===== src/rtl/cache_arbiter_pkg.sv =====
// arbiter_types: shared type definitions for the cache arbiter.
//   state_e : arbiter FSM states (IDLE, GNT_I, GNT_D, DONE)
//   owner_e : which cache currently owns the memory port (OWN_I, OWN_D)
package arbiter_types;

    typedef enum logic [1:0] {
        IDLE  = 2'd0,
        GNT_I = 2'd1,
        GNT_D = 2'd2,
        DONE  = 2'd3
    } state_e;

    typedef enum logic {
        OWN_I = 1'b0,
        OWN_D = 1'b1
    } owner_e;

endpackage


===== src/rtl/cache_arbiter_perf_counter.sv =====
// perf_counter: free-running event counter, wraps modulo 2^CNT_W.
//   clk   : clock
//   rst   : asynchronous active-low reset, clears the count
//   inc   : add one to the count on the next rising edge
//   count : current count value (registered)
module perf_counter #(
    parameter int CNT_W = 16
) (
    input  logic             clk,
    input  logic             rst,
    input  logic             inc,
    output logic [CNT_W-1:0] count
);

    logic [CNT_W-1:0] count_q;
    logic [CNT_W-1:0] count_d;

    // Next count: natural binary overflow provides the wrap to zero.
    always_comb begin
        count_d = count_q;
        if (inc) begin
            count_d = count_q + {{(CNT_W-1){1'b0}}, 1'b1};
        end else begin
            count_d = count_q;
        end
    end

    // Count register.
    always_ff @(posedge clk or negedge rst) begin
        if (!rst) begin
            count_q <= '0;
        end else begin
            count_q <= count_d;
        end
    end

    assign count = count_q;

endmodule


===== src/rtl/cache_arbiter.sv =====
// cache_arbiter: shares one memory port between an instruction cache and a
// data cache. Data requests win over instruction requests. Each grant runs
// until m_resp, then a single DONE cycle lets the requester drop its level
// request before the next arbitration.
//   clk, rst                : clock, asynchronous active-low reset
//   i_read/i_addr           : instruction line-fill request
//   i_rdata/i_resp          : returned line and completion pulse
//   d_read/d_write/d_addr/d_wdata : data fill / writeback request
//   d_rdata/d_resp          : returned line and completion pulse
//   m_read/m_write/m_addr/m_wdata : shared memory command (registered)
//   m_rdata/m_resp          : shared memory return
//   cnt_inst/cnt_data/cnt_conflict : grant and contention counters
module cache_arbiter
    import arbiter_types::*;
#(
    parameter int LINE_W = 256,
    parameter int ADDR_W = 32,
    parameter int CNT_W  = 16
) (
    input  logic              clk,
    input  logic              rst,
    input  logic              i_read,
    input  logic [ADDR_W-1:0] i_addr,
    output logic [LINE_W-1:0] i_rdata,
    output logic              i_resp,
    input  logic              d_read,
    input  logic              d_write,
    input  logic [ADDR_W-1:0] d_addr,
    input  logic [LINE_W-1:0] d_wdata,
    output logic [LINE_W-1:0] d_rdata,
    output logic              d_resp,
    output logic              m_read,
    output logic              m_write,
    output logic [ADDR_W-1:0] m_addr,
    output logic [LINE_W-1:0] m_wdata,
    input  logic [LINE_W-1:0] m_rdata,
    input  logic              m_resp,
    output logic [CNT_W-1:0]  cnt_inst,
    output logic [CNT_W-1:0]  cnt_data,
    output logic [CNT_W-1:0]  cnt_conflict
);

    state_e            state_q,   state_d;
    owner_e            owner_q,   owner_d;
    logic [ADDR_W-1:0] addr_q,    addr_d;
    logic [LINE_W-1:0] wdata_q,   wdata_d;
    logic [LINE_W-1:0] i_rdata_q, i_rdata_d;
    logic [LINE_W-1:0] d_rdata_q, d_rdata_d;
    logic              m_read_q,  m_read_d;
    logic              m_write_q, m_write_d;

    logic d_req_s;
    logic idle_s;
    logic inc_inst_s;
    logic inc_data_s;
    logic inc_conf_s;

    assign d_req_s    = d_read | d_write;
    assign idle_s     = (state_q == IDLE);
    assign inc_data_s = idle_s & d_req_s;
    assign inc_inst_s = idle_s & ~d_req_s & i_read;
    assign inc_conf_s = idle_s & d_req_s & i_read;

    // Next-state and owner-register logic; all m_* outputs come from flops.
    always_comb begin
        state_d   = state_q;
        owner_d   = owner_q;
        addr_d    = addr_q;
        wdata_d   = wdata_q;
        i_rdata_d = i_rdata_q;
        d_rdata_d = d_rdata_q;
        m_read_d  = m_read_q;
        m_write_d = m_write_q;
        case (state_q)
            IDLE: begin
                if (d_req_s) begin
                    // Read+write together: the writeback goes first.
                    state_d   = GNT_D;
                    owner_d   = OWN_D;
                    addr_d    = d_addr;
                    wdata_d   = d_wdata;
                    m_write_d = d_write;
                    m_read_d  = ~d_write;
                end else if (i_read) begin
                    state_d   = GNT_I;
                    owner_d   = OWN_I;
                    addr_d    = i_addr;
                    wdata_d   = '0;
                    m_read_d  = 1'b1;
                    m_write_d = 1'b0;
                end else begin
                    state_d   = IDLE;
                    m_read_d  = 1'b0;
                    m_write_d = 1'b0;
                end
            end
            GNT_I, GNT_D: begin
                if (m_resp) begin
                    state_d   = DONE;
                    m_read_d  = 1'b0;
                    m_write_d = 1'b0;
                    if (owner_q == OWN_I) begin
                        i_rdata_d = m_rdata;
                    end else begin
                        d_rdata_d = m_rdata;
                    end
                end else begin
                    state_d = state_q;
                end
            end
            DONE: begin
                state_d   = IDLE;
                m_read_d  = 1'b0;
                m_write_d = 1'b0;
            end
            default: begin
                state_d   = IDLE;
                m_read_d  = 1'b0;
                m_write_d = 1'b0;
            end
        endcase
    end

    // FSM, owner and return-line registers.
    always_ff @(posedge clk or negedge rst) begin
        if (!rst) begin
            state_q   <= IDLE;
            owner_q   <= OWN_I;
            addr_q    <= '0;
            wdata_q   <= '0;
            i_rdata_q <= '0;
            d_rdata_q <= '0;
            m_read_q  <= 1'b0;
            m_write_q <= 1'b0;
        end else begin
            state_q   <= state_d;
            owner_q   <= owner_d;
            addr_q    <= addr_d;
            wdata_q   <= wdata_d;
            i_rdata_q <= i_rdata_d;
            d_rdata_q <= d_rdata_d;
            m_read_q  <= m_read_d;
            m_write_q <= m_write_d;
        end
    end

    assign m_read  = m_read_q;
    assign m_write = m_write_q;
    assign m_addr  = addr_q;
    assign m_wdata = wdata_q;
    assign i_rdata = i_rdata_q;
    assign d_rdata = d_rdata_q;

    // Completion pulses follow m_resp in the same cycle, only for the owner.
    assign i_resp = m_resp & (state_q == GNT_I);
    assign d_resp = m_resp & (state_q == GNT_D);

    perf_counter #(.CNT_W(CNT_W)) u_cnt_inst (
        .clk   (clk),
        .rst   (rst),
        .inc   (inc_inst_s),
        .count (cnt_inst)
    );

    perf_counter #(.CNT_W(CNT_W)) u_cnt_data (
        .clk   (clk),
        .rst   (rst),
        .inc   (inc_data_s),
        .count (cnt_data)
    );

    perf_counter #(.CNT_W(CNT_W)) u_cnt_conflict (
        .clk   (clk),
        .rst   (rst),
        .inc   (inc_conf_s),
        .count (cnt_conflict)
    );

endmodule


===== config.mk =====
export PLATFORM = sky130hd
export DESIGN_NAME = cache_arbiter
export DESIGN_NICKNAME = d
export VERILOG_FILES = /design/src/rtl/cache_arbiter_pkg.sv /design/src/rtl/cache_arbiter_perf_counter.sv /design/src/rtl/cache_arbiter.sv
export SDC_FILE = /design/constraint.sdc
export NUM_CORES = 1
export LEC_CHECK = 0
export BUFFER_PORTS_ARGS = -buffer_cell sky130_fd_sc_hd__buf_2
export CAP_MARGIN = 20
export CELL_PAD_IN_SITES_DETAIL_PLACEMENT = 1
export CELL_PAD_IN_SITES_GLOBAL_PLACEMENT = 1
export CORE_AREA = 5 5 551 553
export DETAILED_ROUTE_END_ITERATION = 10
export DIE_AREA = 0 0 556 558
export PLACE_DENSITY_LB_ADDON = 0.1
export SLEW_MARGIN = 40
export SYNTH_ARGS = -nofsm -noshare
export SYNTH_HDL_FRONTEND = slang
export SYNTH_SLANG_ARGS = --single-unit

===== constraint.sdc =====
create_clock -name clk -period 2.6 [get_ports clk]
set_clock_uncertainty 0.15 [all_clocks]
set_input_delay 0 -clock clk [delete_from_list [all_inputs] [get_ports clk]]
set_output_delay 0 -clock clk [all_outputs]
set_load 0.03 [all_outputs]

==> results of run 1 <==
[cells in the final DEF (no fill, tap or decap), types with 13 or more instances in the layout]
cell and n:
sky130_fd_sc_hd__o21ai_0 34, sky130_fd_sc_hd__xnor2_1 31, sky130_fd_sc_hd__mux2_2 514, sky130_fd_sc_hd__dfrtp_1 853
sky130_fd_sc_hd__nand2_1 55, sky130_fd_sc_hd__mux2i_1 32, sky130_fd_sc_hd__diode_2 46, sky130_fd_sc_hd__buf_4 50
sky130_fd_sc_hd__nor2_1 13, sky130_fd_sc_hd__clkbuf_8 30, sky130_fd_sc_hd__xor2_1 14, sky130_fd_sc_hd__clkbuf_1 24
sky130_fd_sc_hd__buf_12 49, sky130_fd_sc_hd__a22o_1 256, sky130_fd_sc_hd__buf_2 1432, sky130_fd_sc_hd__clkinv_2 18
sky130_fd_sc_hd__clkbuf_16 121, sky130_fd_sc_hd__dlygate4sd3_1 1187
[worst paths after layout]
| check | to | cells past startpoint | slack (ns) |
|---|---|---|---|
| worst max-delay path | m_addr[24] | 8 | 0.15 |
| worst min-delay path | d_rdata[145] | 3 | 0.01 |
| worst max register to register | m_addr[24] | 8 | 0.15 |
| worst min register to register | u_cnt_conflict.count[15] | 1 | 0.33 |
| max in group asynchronous | d_rdata[183] | 5 | 1.20 |
| min in group asynchronous | i_rdata[16] | 4 | 0.52 |
[layout make-up]
| type | count | area share |
|---|---|---|
| antenna | 46 | 0.00190 |
| multi-input combinational | 1018 | 0.161 |
| clock buffer | 175 | 0.0583 |
| timing repair buffer | 2719 | 0.337 |
| sequential | 853 | 0.353 |
| clock inverter | 32 | 0.00643 |
| inverter | 8 | 0.000496 |
| tap | 3958 | 0.0818 |
[worst min-delay path, cell delays in order]
cell	delay, ns
sky130_fd_sc_hd__dlygate4sd3_1	0.65
sky130_fd_sc_hd__buf_2	0.18
sky130_fd_sc_hd__mux2_2	0.14
[what timing repair did]
action                                   CTS  global route
endpoints found under the hold margin   1706             0
hold buffers                            1188             0
endpoints found under the setup margin     0            55
gates resized for setup                    0             1
[state kept, by name, summed over array words and instances, names as in the netlist]
name                  flops
u_cnt_inst.count         16
m_read                    1
m_addr                   32
d_rdata                 256
i_rdata                 256
m_wdata                 256
m_write                   1
state_q                   2
u_cnt_data.count         16
owner_q                   1
u_cnt_conflict.count     16
[per-stage QoR]
step	hold slack, ns	utilization	cell area, um2	setup WS, ns	std cells
finish	0.00985	0.203	60500	0.147	8809
global placement	-0.0722	0.150	44600	0.215	7368
CTS	0.00500	0.203	60400	0.0120	8763
floorplan	-0.446	-	31800	0.650	2006
global route	0.00195	0.203	60500	0.00860	8789
detailed placement	-0.0812	0.150	44600	0.229	7368
[power by group through the flow]
stage                     Sequential (mW)  Clock (mW)  Combinational (mW)
after floorplan                      35.2           0                9.16
after global placement               23.5           0                38.0
after detailed placement             23.5           0                38.1
after CTS                            23.4        17.8                40.3
after global routing                 24.0        18.1                41.4
final                                23.3        16.9                39.2
[logic make-up (layout without fill, tap and decap cells)]
logic type	Yosys count	in the layout	synth area share
adder cells (fa/ha/maj)	7	7	0.00276
flip-flops	853	853	0.672
AO/OA/AOI/OAI	298	298	0.0781
multiplexers	546	546	0.192
AND/OR/NAND/NOR	122	122	0.0212
other	0	46	0
buffers and inverters	135	2934	0.0210
XOR/XNOR	45	45	0.0124
[layer usage]
metal	vias to the layer above	share of wire	routed length, um
met4	56	0.036	7990
met5	-	0.0015	346
met3	354	0.092	20700
met2	1136	0.49	110000
met1	14537	0.38	84800
li1	12794	-	-
==> report_table.html, run 1 <==
<table>
<tr><th>Metric</th><th>Value</th></tr>
<tr><th colspan="2">Global routing</th></tr>
<tr><td>Global router's overall resource usage</td><td>0.139</td></tr>
<tr><td>Via count of the first global-routing pass</td><td>32372</td></tr>
<tr><td>Total gr overflow</td><td>0</td></tr>
<tr><td>Largest net degree at the start of global routing</td><td>96</td></tr>
<tr><td>Initial antenna violation count</td><td>130</td></tr>
<tr><td>Met3 Usage GRT</td><td>0.0558</td></tr>
<tr><td>First-pass GRT wire length</td><td>298000 um</td></tr>
<tr><td>Busiest metal layer after global routing</td><td>met2</td></tr>
<tr><td>Global Route met1 Usage</td><td>0.152</td></tr>
<tr><td>Met2 Resource Use GR</td><td>0.245</td></tr>
<tr><th colspan="2">Logic synthesis</th></tr>
<tr><td>Number of enable-type register cells in the synthesized netlist</td><td>0</td></tr>
<tr><td>Total nets after synthesis</td><td>around 2600</td></tr>
<tr><td>Ys async rst share</td><td>1.00</td></tr>
<tr><td>Cell area after technology mapping</td><td>31800 um2</td></tr>
<tr><td>Number of register bits inferred by synthesis</td><td>853</td></tr>
<tr><td>Count of mapped cells out of synthesis</td><td>2006</td></tr>
<tr><td>Synth warnings</td><td>0</td></tr>
<tr><td>Area share of the leading cell type in the synthesized netlist</td><td>0.672</td></tr>
<tr><td>Synthesized area per cell</td><td>15.8 um2</td></tr>
<tr><td>Leading post-synthesis cells by cell area</td><td>sky130_fd_sc_hd__dfrtp_1 67%, sky130_fd_sc_hd__mux2_2 18%, sky130_fd_sc_hd__a22o_1 7.1%</td></tr>
<tr><td>Sequential-to-total area share from yosys stat</td><td>0.672</td></tr>
<tr><td>Most used standard cells in the synthesized netlist</td><td>853 x sky130_fd_sc_hd__dfrtp_1, 514 x sky130_fd_sc_hd__mux2_2, 256 x sky130_fd_sc_hd__a22o_1, 112 x sky130_fd_sc_hd__buf_2, 55 x sky130_fd_sc_hd__nand2_1</td></tr>
<tr><td>Most frequently used cell type in the post-synthesis netlist</td><td>sky130_fd_sc_hd__dfrtp_1</td></tr>
<tr><td>Synth area leader</td><td>sky130_fd_sc_hd__dfrtp_1</td></tr>
<tr><td>Most used flip-flop cell after synthesis</td><td>sky130_fd_sc_hd__dfrtp_1</td></tr>
<tr><td>Number of distinct standard cells referenced by the synthesized netlist</td><td>38</td></tr>
<tr><th colspan="2">Clocking</th></tr>
<tr><td>Worst-Skew Late Latency</td><td>0.83 ns</td></tr>
<tr><td>TritonCTS clock tree</td><td>yes</td></tr>
<tr><td>Maximum clock insertion buffer count</td><td>4</td></tr>
<tr><td>H-Tree Depth</td><td>3</td></tr>
<tr><td>Post-CTS setup repair buffer count</td><td>0</td></tr>
<tr><td>Clk sinks</td><td>853</td></tr>
<tr><td>Buffer cell driving the clock tree root</td><td>sky130_fd_sc_hd__clkbuf_16</td></tr>
<tr><td>Total CTS buffers</td><td>121</td></tr>
<tr><td>Clock slew at the register clock pins of the worst setup and hold paths</td><td>0.06 ns</td></tr>
<tr><th colspan="2">Power and ir drop</th></tr>
<tr><td>Total design power</td><td>79.3 mW</td></tr>
<tr><td>Sw Ratio</td><td>0.461</td></tr>
<tr><td>Clock share of power</td><td>0.213</td></tr>
<tr><td>Net Sw Power</td><td>approximately 37 mW</td></tr>
<tr><td>Cell internal power dissipation</td><td>42.7 mW</td></tr>
<tr><td>Pwr Density</td><td>1310 nW/um2</td></tr>
<tr><td>Static Leakage</td><td>between 20 and 30 nW</td></tr>
<tr><td>Maximum ir drop on the vdd rail</td><td>roughly 0.57 mV</td></tr>
<tr><td>Sequential fraction of design power</td><td>0.293</td></tr>
<tr><td>Power share of the combinational group</td><td>0.494</td></tr>
<tr><th colspan="2">Critical path</th></tr>
<tr><td>Startpoint of the most critical register-to-register path</td><td>state_q[0]</td></tr>
<tr><td>Cell repeated most along the worst path</td><td>sky130_fd_sc_hd__buf_12</td></tr>
<tr><td>Kind of cell with the highest combined delay on the critical path</td><td>buffers and inverters</td></tr>
<tr><td>Worst endpoint data arrival time</td><td>between 3 and 4 ns</td></tr>
<tr><td>WS Path Type</td><td>register to register</td></tr>
<tr><td>Critical-path cell list</td><td>inv_1, ha_2, o31ai_4, buf_12, buf_12, nand2_1, o21ai_0, dlygate4sd3_1</td></tr>
<tr><td>Start point of the critical path</td><td>state_q[0]</td></tr>
<tr><td>Delay contributed by the slowest stage of the critical path</td><td>around 0.56 ns</td></tr>
<tr><td>Worst Path Buf+Inv</td><td>4</td></tr>
<tr><td>CP Max Fanout</td><td>40</td></tr>
<tr><td>Kind of start point of the critical path</td><td>register</td></tr>
<tr><td>Slowest stage cell on the critical path</td><td>sky130_fd_sc_hd__dlygate4sd3_1</td></tr>
<tr><td>Required time at the endpoint of the critical path</td><td>3.16 ns</td></tr>
<tr><td>Kind of end point of the critical path</td><td>register</td></tr>
<tr><th colspan="2">STA</th></tr>
<tr><td>Worst slew pin tran</td><td>0.675 ns</td></tr>
<tr><td>Total Neg Setup Slack</td><td>0 ns</td></tr>
<tr><td>Unrepaired setup endpoints after global routing</td><td>no</td></tr>
<tr><td>Relative slew slack</td><td>0.550</td></tr>
<tr><td>Final-report setup violation count</td><td>0</td></tr>
<tr><td>Hold violation total from the final report</td><td>0</td></tr>
<tr><td>Final max-slew violation count</td><td>0</td></tr>
<tr><td>Period Utilization, post-route</td><td>0.943</td></tr>
<tr><td>Maximum clock frequency</td><td>408 MHz</td></tr>
<tr><td>Clock period minus worst slack</td><td>around 2.5 ns</td></tr>
<tr><th colspan="2">Placed design</th></tr>
<tr><td>Number of buffer cells added on primary ports</td><td>approximately 1400</td></tr>
<tr><td>Routability Congestion</td><td>0.786</td></tr>
<tr><td>Post-DP HPWL</td><td>between 150000 and 200000 um</td></tr>
<tr><th colspan="2">Run</th></tr>
<tr><td>Maximum capacitance violations</td><td>0</td></tr>
<tr><th colspan="2">Drt</th></tr>
<tr><td>Via density per instance</td><td>between 3 and 4</td></tr>
<tr><td>Number of design-rule violations left by the first detailed-router iteration</td><td>around 900</td></tr>
<tr><td>Routed wire length per instance</td><td>25.4 um</td></tr>
<tr><td>Residual antenna-violating net count after detailed routing</td><td>0</td></tr>
<tr><td>Via count</td><td>about 29000</td></tr>
<tr><td>TritonRoute pass-1 iters</td><td>4</td></tr>
<tr><td>Residual DRC count</td><td>0</td></tr>
<tr><td>Wire length reported by the detailed router</td><td>about 220000 um</td></tr>
<tr><th colspan="2">Floorplanning</th></tr>
<tr><td>Floorplan die area</td><td>310000 um2</td></tr>
<tr><td>Number of placed I/O pins</td><td>1434</td></tr>
<tr><td>Initial standard-cell utilization of the core</td><td>0.106</td></tr>
<tr><td>Core area</td><td>298000 um2</td></tr>
<tr><td>Die X-Extent</td><td>roughly 560 um</td></tr>
<tr><td>FP Rows</td><td>201</td></tr>
<tr><td>Height of the die</td><td>between 500 and 600 um</td></tr>
<tr><th colspan="2">Hold path</th></tr>
<tr><td>Hold path startpoint</td><td>m_rdata[145]</td></tr>
<tr><td>Path type of the worst min-delay path</td><td>input pin to register</td></tr>
<tr><th colspan="2">Finish</th></tr>
<tr><td>Multi-input gate area in the final layout</td><td>9770 um2</td></tr>
<tr><td>Share of cells above drive strength 1</td><td>0.466</td></tr>
<tr><td>Area Overhead vs Synth</td><td>90.7%</td></tr>
<tr><td>Sequential Area</td><td>21300 um2</td></tr>
<tr><td>Final net count</td><td>5310</td></tr>
<tr><td>Layout fillers</td><td>roughly 34000</td></tr>
<tr><th colspan="2">Status</th></tr>
<tr><td>Outcome</td><td>completed</td></tr>
</table>
Note: power is estimated with default switching activity, not from simulation.
==> run 2: changes to the inputs <==
--- a/config.mk
+++ b/config.mk
@@ -9,9 +9,10 @@
 export CAP_MARGIN = 20
 export CELL_PAD_IN_SITES_DETAIL_PLACEMENT = 1
 export CELL_PAD_IN_SITES_GLOBAL_PLACEMENT = 1
-export CORE_AREA = 5 5 551 553
+export CORE_AREA = 5 5 560 562
+export CTS_BUF_LIST = sky130_fd_sc_hd__clkbuf_4
 export DETAILED_ROUTE_END_ITERATION = 10
-export DIE_AREA = 0 0 556 558
+export DIE_AREA = 0 0 565 567
 export PLACE_DENSITY_LB_ADDON = 0.1
 export SLEW_MARGIN = 40
 export SYNTH_ARGS = -nofsm -noshare
==> run 2 against run 1 <==
  * The flow now stops in clock tree synthesis
  * Synthesized cell count unchanged
  * Synthesized area is the same
==> report_table.html, run 2 <==
<table>
<tr><th>Metric</th><th>Value</th></tr>
<tr><th colspan="2">Placed design</th></tr>
<tr><td>Placed inst area</td><td>44600 um2 (about the same)</td></tr>
<tr><td>Number of buffer cells added on primary ports</td><td>1433 (unchanged)</td></tr>
<tr><td>Post-DP HPWL</td><td>151000 um (-17%)</td></tr>
<tr><td>Routability Congestion</td><td>0.737 (-6.2%)</td></tr>
<tr><th colspan="2">Floorplanning</th></tr>
<tr><td>FP Rows</td><td>204 (+1.5%)</td></tr>
<tr><td>Number of placed I/O pins</td><td>1434 (unchanged)</td></tr>
<tr><td>Height of the die</td><td>567 um (+1.6%)</td></tr>
<tr><td>Initial standard-cell utilization of the core</td><td>0.103 (-0.00331)</td></tr>
<tr><td>Die X-Extent</td><td>565 um (+1.6%)</td></tr>
<tr><th colspan="2">Clocking</th></tr>
<tr><td>Total CTS buffers</td><td>303 (+150%)</td></tr>
<tr><td>Hold-fix buffers, CTS</td><td>1606 (+35%)</td></tr>
<tr><td>H-Tree Depth</td><td>5 (+2)</td></tr>
<tr><td>Post-CTS Resized</td><td>3 (+3)</td></tr>
<tr><td>Post-CTS setup repair buffer count</td><td>0 (unchanged)</td></tr>
<tr><td>Clk sinks</td><td>853 (unchanged)</td></tr>
<tr><td>Maximum clock insertion buffer count</td><td>4 (unchanged)</td></tr>
<tr><td>Buffer cell driving the clock tree root</td><td>sky130_fd_sc_hd__clkbuf_4</td></tr>
<tr><th colspan="2">Logic synthesis</th></tr>
<tr><td>Synth area leader</td><td>sky130_fd_sc_hd__dfrtp_1</td></tr>
<tr><td>Cell area after technology mapping</td><td>31800 um2 (unchanged)</td></tr>
<tr><td>Number of enable-type register cells in the synthesized netlist</td><td>0 (unchanged)</td></tr>
<tr><td>Most frequently used cell type in the post-synthesis netlist</td><td>sky130_fd_sc_hd__dfrtp_1</td></tr>
<tr><td>Most used standard cells in the synthesized netlist</td><td>853 x sky130_fd_sc_hd__dfrtp_1, 514 x sky130_fd_sc_hd__mux2_2, 256 x sky130_fd_sc_hd__a22o_1, 112 x sky130_fd_sc_hd__buf_2, 55 x sky130_fd_sc_hd__nand2_1</td></tr>
<tr><td>Area share of the leading cell type in the synthesized netlist</td><td>0.672 (unchanged)</td></tr>
<tr><td>Synth warnings</td><td>0 (unchanged)</td></tr>
<tr><td>Count of mapped cells out of synthesis</td><td>2006 (unchanged)</td></tr>
<tr><td>Ys async rst share</td><td>1.00 (unchanged)</td></tr>
<tr><td>Total nets after synthesis</td><td>2595 (unchanged)</td></tr>
<tr><td>Leading post-synthesis cells by cell area</td><td>sky130_fd_sc_hd__dfrtp_1 67%, sky130_fd_sc_hd__mux2_2 18%, sky130_fd_sc_hd__a22o_1 7.1%</td></tr>
<tr><td>Number of register bits inferred by synthesis</td><td>853 (unchanged)</td></tr>
<tr><td>Synthesized area per cell</td><td>15.8 um2 (unchanged)</td></tr>
<tr><td>Number of distinct standard cells referenced by the synthesized netlist</td><td>38 (unchanged)</td></tr>
<tr><td>Sequential-to-total area share from yosys stat</td><td>0.672 (unchanged)</td></tr>
<tr><td>Most used flip-flop cell after synthesis</td><td>sky130_fd_sc_hd__dfrtp_1</td></tr>
<tr><th colspan="2">Status</th></tr>
<tr><td>Outcome</td><td>aborted with a tool error</td></tr>
<tr><td>Error msg</td><td>[ERROR RSZ-0060] Max buffer count reached.</td></tr>
<tr><td>Failed at</td><td>clock tree synthesis</td></tr>
</table>
==> run 2: cell counts after synthesis <==
No cell type changed its count.
==> run 2: through the flow <==
stage | utilization | worst slack [ns] | hold WS (ns) | std cells
after floorplan | - | 0.650 | -0.446 | 2006
after global placement | 0.145 | 0.204 | -0.127 | 7524
after detailed placement | 0.145 | 0.205 | -0.117 | 7524
==> run 2: cell families after synthesis <==
group,after synthesis,share of synthesized area
DFF,853,0.672
and+or+nand+nor,122,0.0212
AOI/OAI and AO/OA,298,0.0781
adders and majority gates,7,0.00276
buffers and inverters,135,0.0210
muxes,546,0.192
xor gates and xnor gates,45,0.0124
==> run 3: changes to the inputs <==
--- a/config.mk
+++ b/config.mk
@@ -7,13 +7,10 @@
 export LEC_CHECK = 0
 export BUFFER_PORTS_ARGS = -buffer_cell sky130_fd_sc_hd__buf_2
 export CAP_MARGIN = 20
-export CELL_PAD_IN_SITES_DETAIL_PLACEMENT = 1
-export CELL_PAD_IN_SITES_GLOBAL_PLACEMENT = 1
-export CORE_AREA = 5 5 560 562
-export CTS_BUF_LIST = sky130_fd_sc_hd__clkbuf_4
+export CORE_AREA = 5 5 551 553
 export DETAILED_ROUTE_END_ITERATION = 10
-export DIE_AREA = 0 0 565 567
-export PLACE_DENSITY_LB_ADDON = 0.1
+export DIE_AREA = 0 0 556 558
+export PLACE_DENSITY_LB_ADDON = 0.15
 export SLEW_MARGIN = 40
 export SYNTH_ARGS = -nofsm -noshare
 export SYNTH_HDL_FRONTEND = slang
==> run 3 against run 2 <==
  * The flow now finishes without violations
==> report_table.html, run 3 (synthesized netlist as in run 1, its figures left out) <==
<table>
<tr><th>Metric</th><th>Value</th></tr>
<tr><th colspan="2">Floorplanning</th></tr>
<tr><td>Number of placed I/O pins</td><td>1434 (unchanged)</td></tr>
<tr><td>Initial standard-cell utilization of the core</td><td>0.106 (+0.00331)</td></tr>
<tr><td>Core area</td><td>298000 um2</td></tr>
<tr><td>Floorplan die area</td><td>310000 um2</td></tr>
<tr><td>Die X-Extent</td><td>556 um (-1.6%)</td></tr>
<tr><td>Height of the die</td><td>558 um (-1.6%)</td></tr>
<tr><td>FP Rows</td><td>201 (-1.5%)</td></tr>
<tr><th colspan="2">Global routing</th></tr>
<tr><td>First-pass GRT wire length</td><td>273000 um</td></tr>
<tr><td>Largest net degree at the start of global routing</td><td>98</td></tr>
<tr><td>Global router's overall resource usage</td><td>0.125</td></tr>
<tr><td>Initial antenna violation count</td><td>85</td></tr>
<tr><td>Total gr overflow</td><td>0</td></tr>
<tr><td>Via count of the first global-routing pass</td><td>just over 30000</td></tr>
<tr><th colspan="2">Finish</th></tr>
<tr><td>Leading cell types in the layout, fill and taps excluded</td><td>1432 x sky130_fd_sc_hd__buf_2, 1155 x sky130_fd_sc_hd__dlygate4sd3_1, 853 x sky130_fd_sc_hd__dfrtp_1, 514 x sky130_fd_sc_hd__mux2_2, 256 x sky130_fd_sc_hd__a22o_1</td></tr>
<tr><td>Final standard cell count with taps included and fillers excluded</td><td>8740</td></tr>
<tr><td>Layout fillers</td><td>approximately 33000</td></tr>
<tr><td>Final net count</td><td>5260</td></tr>
<tr><td>Share of cells above drive strength 1</td><td>0.467</td></tr>
<tr><td>Area Overhead vs Synth</td><td>88.8%</td></tr>
<tr><td>Sequential Area</td><td>21300 um2</td></tr>
<tr><td>Most common library cell in the layout ignoring fill and taps</td><td>sky130_fd_sc_hd__buf_2</td></tr>
<tr><td>Final core utilization</td><td>0.201</td></tr>
<tr><td>Multi-input gate area in the final layout</td><td>9780 um2</td></tr>
<tr><th colspan="2">Hold path</th></tr>
<tr><td>Hold path startpoint</td><td>m_rdata[154]</td></tr>
<tr><td>Hold Path Depth</td><td>3</td></tr>
<tr><td>Path type of the worst min-delay path</td><td>input pin to register</td></tr>
<tr><td>Endpoint of the worst hold-timing path</td><td>i_rdata[154]</td></tr>
<tr><th colspan="2">Drt</th></tr>
<tr><td>Via density per instance</td><td>between 3 and 4</td></tr>
<tr><td>Residual antenna-violating net count after detailed routing</td><td>0</td></tr>
<tr><td>Wire length reported by the detailed router</td><td>203000 um</td></tr>
<tr><td>TritonRoute pass-1 iters</td><td>4</td></tr>
<tr><td>Via count</td><td>28659</td></tr>
<tr><td>Routed wire length per instance</td><td>23.3 um</td></tr>
<tr><td>Number of design-rule violations left by the first detailed-router iteration</td><td>1362</td></tr>
<tr><td>Residual DRC count</td><td>0</td></tr>
<tr><th colspan="2">STA</th></tr>
<tr><td>Worst slew pin tran</td><td>0.610 ns</td></tr>
<tr><td>Final-report setup violation count</td><td>0</td></tr>
<tr><td>Hold violation total from the final report</td><td>0</td></tr>
<tr><td>Setup slack after layout</td><td>0.0937 ns</td></tr>
<tr><td>Period Utilization, post-route</td><td>0.964</td></tr>
<tr><td>Total Neg Setup Slack</td><td>0 ns</td></tr>
<tr><td>Clock period minus worst slack</td><td>2.51 ns</td></tr>
<tr><td>Relative slew slack</td><td>0.593</td></tr>
<tr><td>Final max-slew violation count</td><td>0</td></tr>
<tr><td>Unrepaired setup endpoints after global routing</td><td>no</td></tr>
<tr><td>Maximum clock frequency</td><td>399 MHz</td></tr>
<tr><th colspan="2">Placed design</th></tr>
<tr><td>Pre-CTS setup slack</td><td>0.200 ns (-0.00546 ns)</td></tr>
<tr><td>Placed insts</td><td>7354 (-2.3%)</td></tr>
<tr><td>Routability Congestion</td><td>0.884 (+20%)</td></tr>
<tr><td>Post-DP HPWL</td><td>163000 um (+8.0%)</td></tr>
<tr><td>Number of buffer cells added on primary ports</td><td>1433 (unchanged)</td></tr>
<tr><th colspan="2">Clocking</th></tr>
<tr><td>Buffer cell driving the clock tree root</td><td>sky130_fd_sc_hd__clkbuf_16</td></tr>
<tr><td>H-Tree Depth</td><td>3 (-2)</td></tr>
<tr><td>Maximum clock insertion buffer count</td><td>4 (unchanged)</td></tr>
<tr><td>Post-CTS setup repair buffer count</td><td>0 (unchanged)</td></tr>
<tr><td>Total CTS buffers</td><td>117 (-61%)</td></tr>
<tr><td>Clock slew at the register clock pins of the worst setup and hold paths</td><td>0.07 ns</td></tr>
<tr><td>Worst-Skew Late Latency</td><td>0.82 ns</td></tr>
<tr><td>Clk sinks</td><td>853 (unchanged)</td></tr>
<tr><td>TritonCTS clock tree</td><td>yes</td></tr>
<tr><th colspan="2">Power and ir drop</th></tr>
<tr><td>Power share of the combinational group</td><td>0.486</td></tr>
<tr><td>Net Sw Power</td><td>35.2 mW</td></tr>
<tr><td>Static Leakage</td><td>27.5 nW</td></tr>
<tr><td>Pwr Density</td><td>~1300 nW/um2</td></tr>
<tr><td>Sw Ratio</td><td>0.455</td></tr>
<tr><td>Cell internal power dissipation</td><td>42.2 mW</td></tr>
<tr><td>Sequential fraction of design power</td><td>0.301</td></tr>
<tr><td>Clock share of power</td><td>0.213</td></tr>
<tr><td>Maximum ir drop on the vdd rail</td><td>a little over 0.7 mV</td></tr>
<tr><th colspan="2">Critical path</th></tr>
<tr><td>Count of cells along the worst register-to-register path</td><td>7</td></tr>
<tr><td>Startpoint of the most critical register-to-register path</td><td>state_q[0]</td></tr>
<tr><td>Required time at the endpoint of the critical path</td><td>3.16 ns</td></tr>
<tr><td>WS Path Type</td><td>register to register</td></tr>
<tr><td>Kind of start point of the critical path</td><td>register</td></tr>
<tr><td>CP Max Fanout</td><td>24</td></tr>
<tr><td>Worst endpoint data arrival time</td><td>3.06 ns</td></tr>
<tr><td>Crit Reg-Reg Endpoint</td><td>d_rdata[15]</td></tr>
<tr><td>Kind of end point of the critical path</td><td>register</td></tr>
<tr><td>Worst R2R Setup Slack</td><td>0.09 ns</td></tr>
<tr><th colspan="2">Status</th></tr>
<tr><td>Outcome</td><td>completed</td></tr>
<tr><th colspan="2">Run</th></tr>
<tr><td>Maximum capacitance violations</td><td>0</td></tr>
</table>
## run 3: power groups by stage
| stage | registers, mW | clock network [mW] | logic (mW) |
|---|---|---|---|
| 3_5_place_dp | 23.5 | 0 | 36.5 |
| 4_1_cts | 23.4 | 17.3 | 38.5 |
| 2_1_floorplan | 35.2 | 0 | 9.16 |
| 5_1_grt | 24.1 | 17.7 | 39.7 |
| 6_report | 23.3 | 16.5 | 37.6 |
| 3_3_place_gp | 23.5 | 0 | 36.4 |
## run 3: stage by stage
stage / power [mW] / hold slack (ns) / instance area [um2]
3_3_place_gp: 59.9 / -0.0511 / 44400
6_report: 77.5 / 0.0500 / 60000
2_1_floorplan: 44.3 / -0.446 / 31800
4_1_cts: 79.2 / 0.000204 / 59900
5_1_grt: 81.6 / 0.0206 / 59900
3_5_place_dp: 59.9 / -0.199 / 44400
## run 3: critical path, cell delays in order, from the launching register on
cell and delay (ns):
sky130_fd_sc_hd__dfrtp_1 0.38, sky130_fd_sc_hd__inv_1 0.17, sky130_fd_sc_hd__ha_4 0.23, sky130_fd_sc_hd__buf_4 0.15, sky130_fd_sc_hd__nand3_4 0.08, sky130_fd_sc_hd__buf_12 0.22, sky130_fd_sc_hd__mux2_2 0.37, sky130_fd_sc_hd__dlygate4sd3_1 0.56
## run 3: timing repair
item	in CTS	in global routing
gates resized for setup	0	2
setup endpoints to repair	0	34
hold buffers	1156	0
endpoints found under the hold margin	1706	0
## run 3: cell type report
class,count,area share
antenna,18,0.000751
tap,3958,0.0826
clock inverter,36,0.00768
sequential,853,0.356
timing repair buffer,2673,0.332
multi-input combinational,1018,0.163
inverter,8,0.000501
clock buffer,176,0.0575
## run 3: metal layers
layer | wire (um) | part of all wire | track usage
met1 | 84700 | 0.42 | 0.154
met5 | 401 | 0.0020 | 0
met4 | 5160 | 0.025 | 0.0301
met3 | 19900 | 0.098 | 0.0532
met2 | 93000 | 0.46 | 0.203
## run 3: worst max path at each step
stage                    start      endpoint  cells after the start
floorplan           state_q[0]  i_rdata[100]                      6
global placement    state_q[0]   i_rdata[44]                      6
detailed placement  state_q[0]   i_rdata[42]                      6
CTS                 state_q[0]    m_wdata[4]                      6
global route        state_q[0]   d_rdata[15]                      7
finish              state_q[0]   d_rdata[15]                      7
==> run 4: changes to the inputs <==
--- a/config.mk
+++ b/config.mk
@@ -7,9 +7,11 @@
 export LEC_CHECK = 0
 export BUFFER_PORTS_ARGS = -buffer_cell sky130_fd_sc_hd__buf_2
 export CAP_MARGIN = 20
-export CORE_AREA = 5 5 551 553
+export CELL_PAD_IN_SITES_DETAIL_PLACEMENT = 1
+export CELL_PAD_IN_SITES_GLOBAL_PLACEMENT = 2
+export CORE_AREA = 5 5 560 562
 export DETAILED_ROUTE_END_ITERATION = 10
-export DIE_AREA = 0 0 556 558
+export DIE_AREA = 0 0 565 567
 export PLACE_DENSITY_LB_ADDON = 0.15
 export SLEW_MARGIN = 40
 export SYNTH_ARGS = -nofsm -noshare
==> run 4 against run 3 <==
  * Design area is 0.50% higher
  * Clock power hardly changed
  * Combinational power hardly changed
  * Via count is 0.39% lower
  * Critical endpoint is now m_addr[17]
  * Die area is 3.3% higher
  * Power is 0.24% lower
  * Largest power group unchanged
  * Largest cell class unchanged
==> report_table.html, run 4 (synthesized netlist as in run 1, its figures left out) <==
<table>
<tr><th>Metric</th><th>Value</th></tr>
<tr><th colspan="2">STA</th></tr>
<tr><td>Total Neg Setup Slack</td><td>0 ns (unchanged)</td></tr>
<tr><td>Maximum clock frequency</td><td>404 MHz (+1.2%)</td></tr>
<tr><td>Unrepaired setup endpoints after global routing</td><td>no</td></tr>
<tr><td>Clock period minus worst slack</td><td>2.48 ns (-0.0301 ns)</td></tr>
<tr><td>Relative slew slack</td><td>0.615 (+0.0223)</td></tr>
<tr><td>Final-report setup violation count</td><td>0 (unchanged)</td></tr>
<tr><td>Hold violation total from the final report</td><td>0 (unchanged)</td></tr>
<tr><td>Period Utilization, post-route</td><td>0.952 (-0.0116)</td></tr>
<tr><td>Final max-slew violation count</td><td>0 (unchanged)</td></tr>
<tr><td>Worst slew pin tran</td><td>0.577 ns (-0.0334 ns)</td></tr>
<tr><th colspan="2">Hold path</th></tr>
<tr><td>Hold path startpoint</td><td>m_rdata[64]</td></tr>
<tr><td>Hold Path Depth</td><td>3 (unchanged)</td></tr>
<tr><td>Endpoint of the worst hold-timing path</td><td>d_rdata[64]</td></tr>
<tr><td>Path type of the worst min-delay path</td><td>input pin to register</td></tr>
<tr><th colspan="2">Critical path</th></tr>
<tr><td>CP Max Fanout</td><td>57 (+140%)</td></tr>
<tr><td>Worst R2R Setup Slack</td><td>0.12 ns (+0.03 ns)</td></tr>
<tr><td>WS Path Type</td><td>register to register</td></tr>
<tr><td>Kind of start point of the critical path</td><td>register</td></tr>
<tr><td>Kind of end point of the critical path</td><td>register</td></tr>
<tr><td>Worst endpoint data arrival time</td><td>3.03 ns (-0.03 ns)</td></tr>
<tr><td>Start point of the critical path</td><td>state_q[1]</td></tr>
<tr><td>Required time at the endpoint of the critical path</td><td>3.16 ns (about the same)</td></tr>
<tr><td>Startpoint of the most critical register-to-register path</td><td>state_q[1]</td></tr>
<tr><td>Crit Reg-Reg Endpoint</td><td>m_addr[17]</td></tr>
<tr><td>Count of cells along the worst register-to-register path</td><td>8 (+1)</td></tr>
<tr><th colspan="2">Clocking</th></tr>
<tr><td>H-Tree Depth</td><td>3 (unchanged)</td></tr>
<tr><td>Worst-Skew Late Latency</td><td>0.83 ns (about the same)</td></tr>
<tr><td>Clk sinks</td><td>853 (unchanged)</td></tr>
<tr><td>Total CTS buffers</td><td>122 (+4.3%)</td></tr>
<tr><td>Clock slew at the register clock pins of the worst setup and hold paths</td><td>0.06 ns (about the same)</td></tr>
<tr><td>Maximum clock insertion buffer count</td><td>4 (unchanged)</td></tr>
<tr><td>Buffer cell driving the clock tree root</td><td>sky130_fd_sc_hd__clkbuf_16</td></tr>
<tr><td>TritonCTS clock tree</td><td>yes</td></tr>
<tr><th colspan="2">Finish</th></tr>
<tr><td>Most common library cell in the layout ignoring fill and taps</td><td>sky130_fd_sc_hd__buf_2</td></tr>
<tr><td>Area Overhead vs Synth</td><td>89.8%</td></tr>
<tr><td>Leading cell types in the layout, fill and taps excluded</td><td>1432 x sky130_fd_sc_hd__buf_2, 1159 x sky130_fd_sc_hd__dlygate4sd3_1, 853 x sky130_fd_sc_hd__dfrtp_1, 514 x sky130_fd_sc_hd__mux2_2, 256 x sky130_fd_sc_hd__a22o_1</td></tr>
<tr><td>Share of cells above drive strength 1</td><td>0.465 (-0.00243)</td></tr>
<tr><td>Final net count</td><td>5277 (+0.32%)</td></tr>
<tr><th colspan="2">Global routing</th></tr>
<tr><td>Largest net degree at the start of global routing</td><td>86 (-12%)</td></tr>
<tr><td>Initial antenna violation count</td><td>113 (+33%)</td></tr>
<tr><td>Total gr overflow</td><td>0 (unchanged)</td></tr>
<tr><td>First-pass GRT wire length</td><td>270000 um (-0.88%)</td></tr>
<tr><td>Via count of the first global-routing pass</td><td>31972 (+3.2%)</td></tr>
<tr><td>Global router's overall resource usage</td><td>0.119 (-0.00642)</td></tr>
<tr><th colspan="2">Placed design</th></tr>
<tr><td>Post-DP HPWL</td><td>156000 um (-4.2%)</td></tr>
<tr><td>Number of buffer cells added on primary ports</td><td>1433 (unchanged)</td></tr>
<tr><td>Routability Congestion</td><td>0.759 (-14%)</td></tr>
<tr><th colspan="2">Drt</th></tr>
<tr><td>Via count</td><td>28548 (-0.39%)</td></tr>
<tr><td>Via density per instance</td><td>3.19 (-2.7%)</td></tr>
<tr><td>Number of design-rule violations left by the first detailed-router iteration</td><td>795 (-42%)</td></tr>
<tr><td>Routed wire length per instance</td><td>22.1 um (-4.8%)</td></tr>
<tr><td>TritonRoute pass-1 iters</td><td>4 (unchanged)</td></tr>
<tr><td>Residual DRC count</td><td>0 (unchanged)</td></tr>
<tr><td>Residual antenna-violating net count after detailed routing</td><td>0 (unchanged)</td></tr>
<tr><td>Wire length reported by the detailed router</td><td>198000 um (-2.5%)</td></tr>
<tr><th colspan="2">Power and ir drop</th></tr>
<tr><td>Total design power</td><td>77.3 mW (-0.24%)</td></tr>
<tr><td>Static Leakage</td><td>27.5 nW (about the same)</td></tr>
<tr><td>Maximum ir drop on the vdd rail</td><td>0.543 mV (-24%)</td></tr>
<tr><td>Pwr Density</td><td>1280 nW/um2 (-0.74%)</td></tr>
<tr><th colspan="2">Status</th></tr>
<tr><td>Outcome</td><td>completed</td></tr>
<tr><th colspan="2">Floorplanning</th></tr>
<tr><td>Height of the die</td><td>567 um (+1.6%)</td></tr>
<tr><td>Die X-Extent</td><td>565 um (+1.6%)</td></tr>
<tr><td>Initial standard-cell utilization of the core</td><td>0.103 (-0.00331)</td></tr>
<tr><td>FP Rows</td><td>204 (+1.5%)</td></tr>
<tr><td>Number of placed I/O pins</td><td>1434 (unchanged)</td></tr>
<tr><td>Floorplan die area</td><td>320000 um2 (+3.3%)</td></tr>
<tr><td>Core area</td><td>308000 um2 (+3.2%)</td></tr>
<tr><th colspan="2">Run</th></tr>
<tr><td>Maximum capacitance violations</td><td>0 (unchanged)</td></tr>
</table>
[run 4: final cells by class]
class / instances / area, um2
inverters: 8 / 30.0
diodes: 52 / 130
repair buffers: 2685 / 20000
flip-flops and latches: 853 / 21300
well taps: 4120 / 5150
clock inverters: 19 / 269
clock buffers: 193 / 3600
fillers: 35112 / 248000
multi-input cells: 1018 / 9770
[run 4: worst max-delay path, stage by stage (launching register included)]
cell                            delay [ns]
sky130_fd_sc_hd__dfrtp_1              0.39
sky130_fd_sc_hd__inv_1                0.13
sky130_fd_sc_hd__ha_2                 0.30
sky130_fd_sc_hd__o31ai_4              0.11
sky130_fd_sc_hd__buf_12               0.18
sky130_fd_sc_hd__buf_16               0.27
sky130_fd_sc_hd__nand2_1              0.10
sky130_fd_sc_hd__o21ai_0              0.08
sky130_fd_sc_hd__dlygate4sd3_1        0.57
[run 4: metrics by stage]
step	setup slack [ns]	std cells	hold WS (ns)	cell area (um2)	utilization
6_report	0.124	8948	0.0180	60300	0.196
5_1_grt	0.0149	8930	0.0165	60200	0.196
4_1_cts	0.0187	8896	0.0120	60100	0.195
3_5_place_dp	0.254	7524	-0.152	44600	0.145
3_3_place_gp	0.268	7524	-0.152	44600	0.145
2_1_floorplan	0.650	2006	-0.446	31800	-
[run 4: power breakdown]
group          leakage (nW)  internal [mW]  total [mW]  switching (mW)
Combinational          15.3           12.8        37.5            24.6
Sequential             10.4           19.6        23.2            3.65
Clock                  1.88           9.71        16.6            6.86
[run 4: routing by layer]
layer,global-route usage,wire length [um],up-vias
li1,-,-,12755
met1,0.132,75700,14304
met2,0.210,98000,1101
met3,0.0440,17300,320
met4,0.0363,6650,68
met5,0,414,-
[run 4: repair_timing]
item | 4_1_cts | 5_1_grt
hold endpoints to repair | 1705 | 0
endpoints found under the setup margin | 0 | 9
hold buffers | 1160 | 0
resized for setup | 0 | 2
setup buffers | 0 | 0
[run 4: worst max path at each step]
stage                         endpoint  slack, ns  cells past startpoint
final                       m_addr[17]       0.12                      8
after global routing        m_addr[17]       0.01                      7
after CTS                   m_addr[17]       0.02                      7
after detailed placement   i_rdata[22]       0.25                      7
after global placement     i_rdata[55]       0.27                      7
after floorplan           i_rdata[100]       0.65                      6
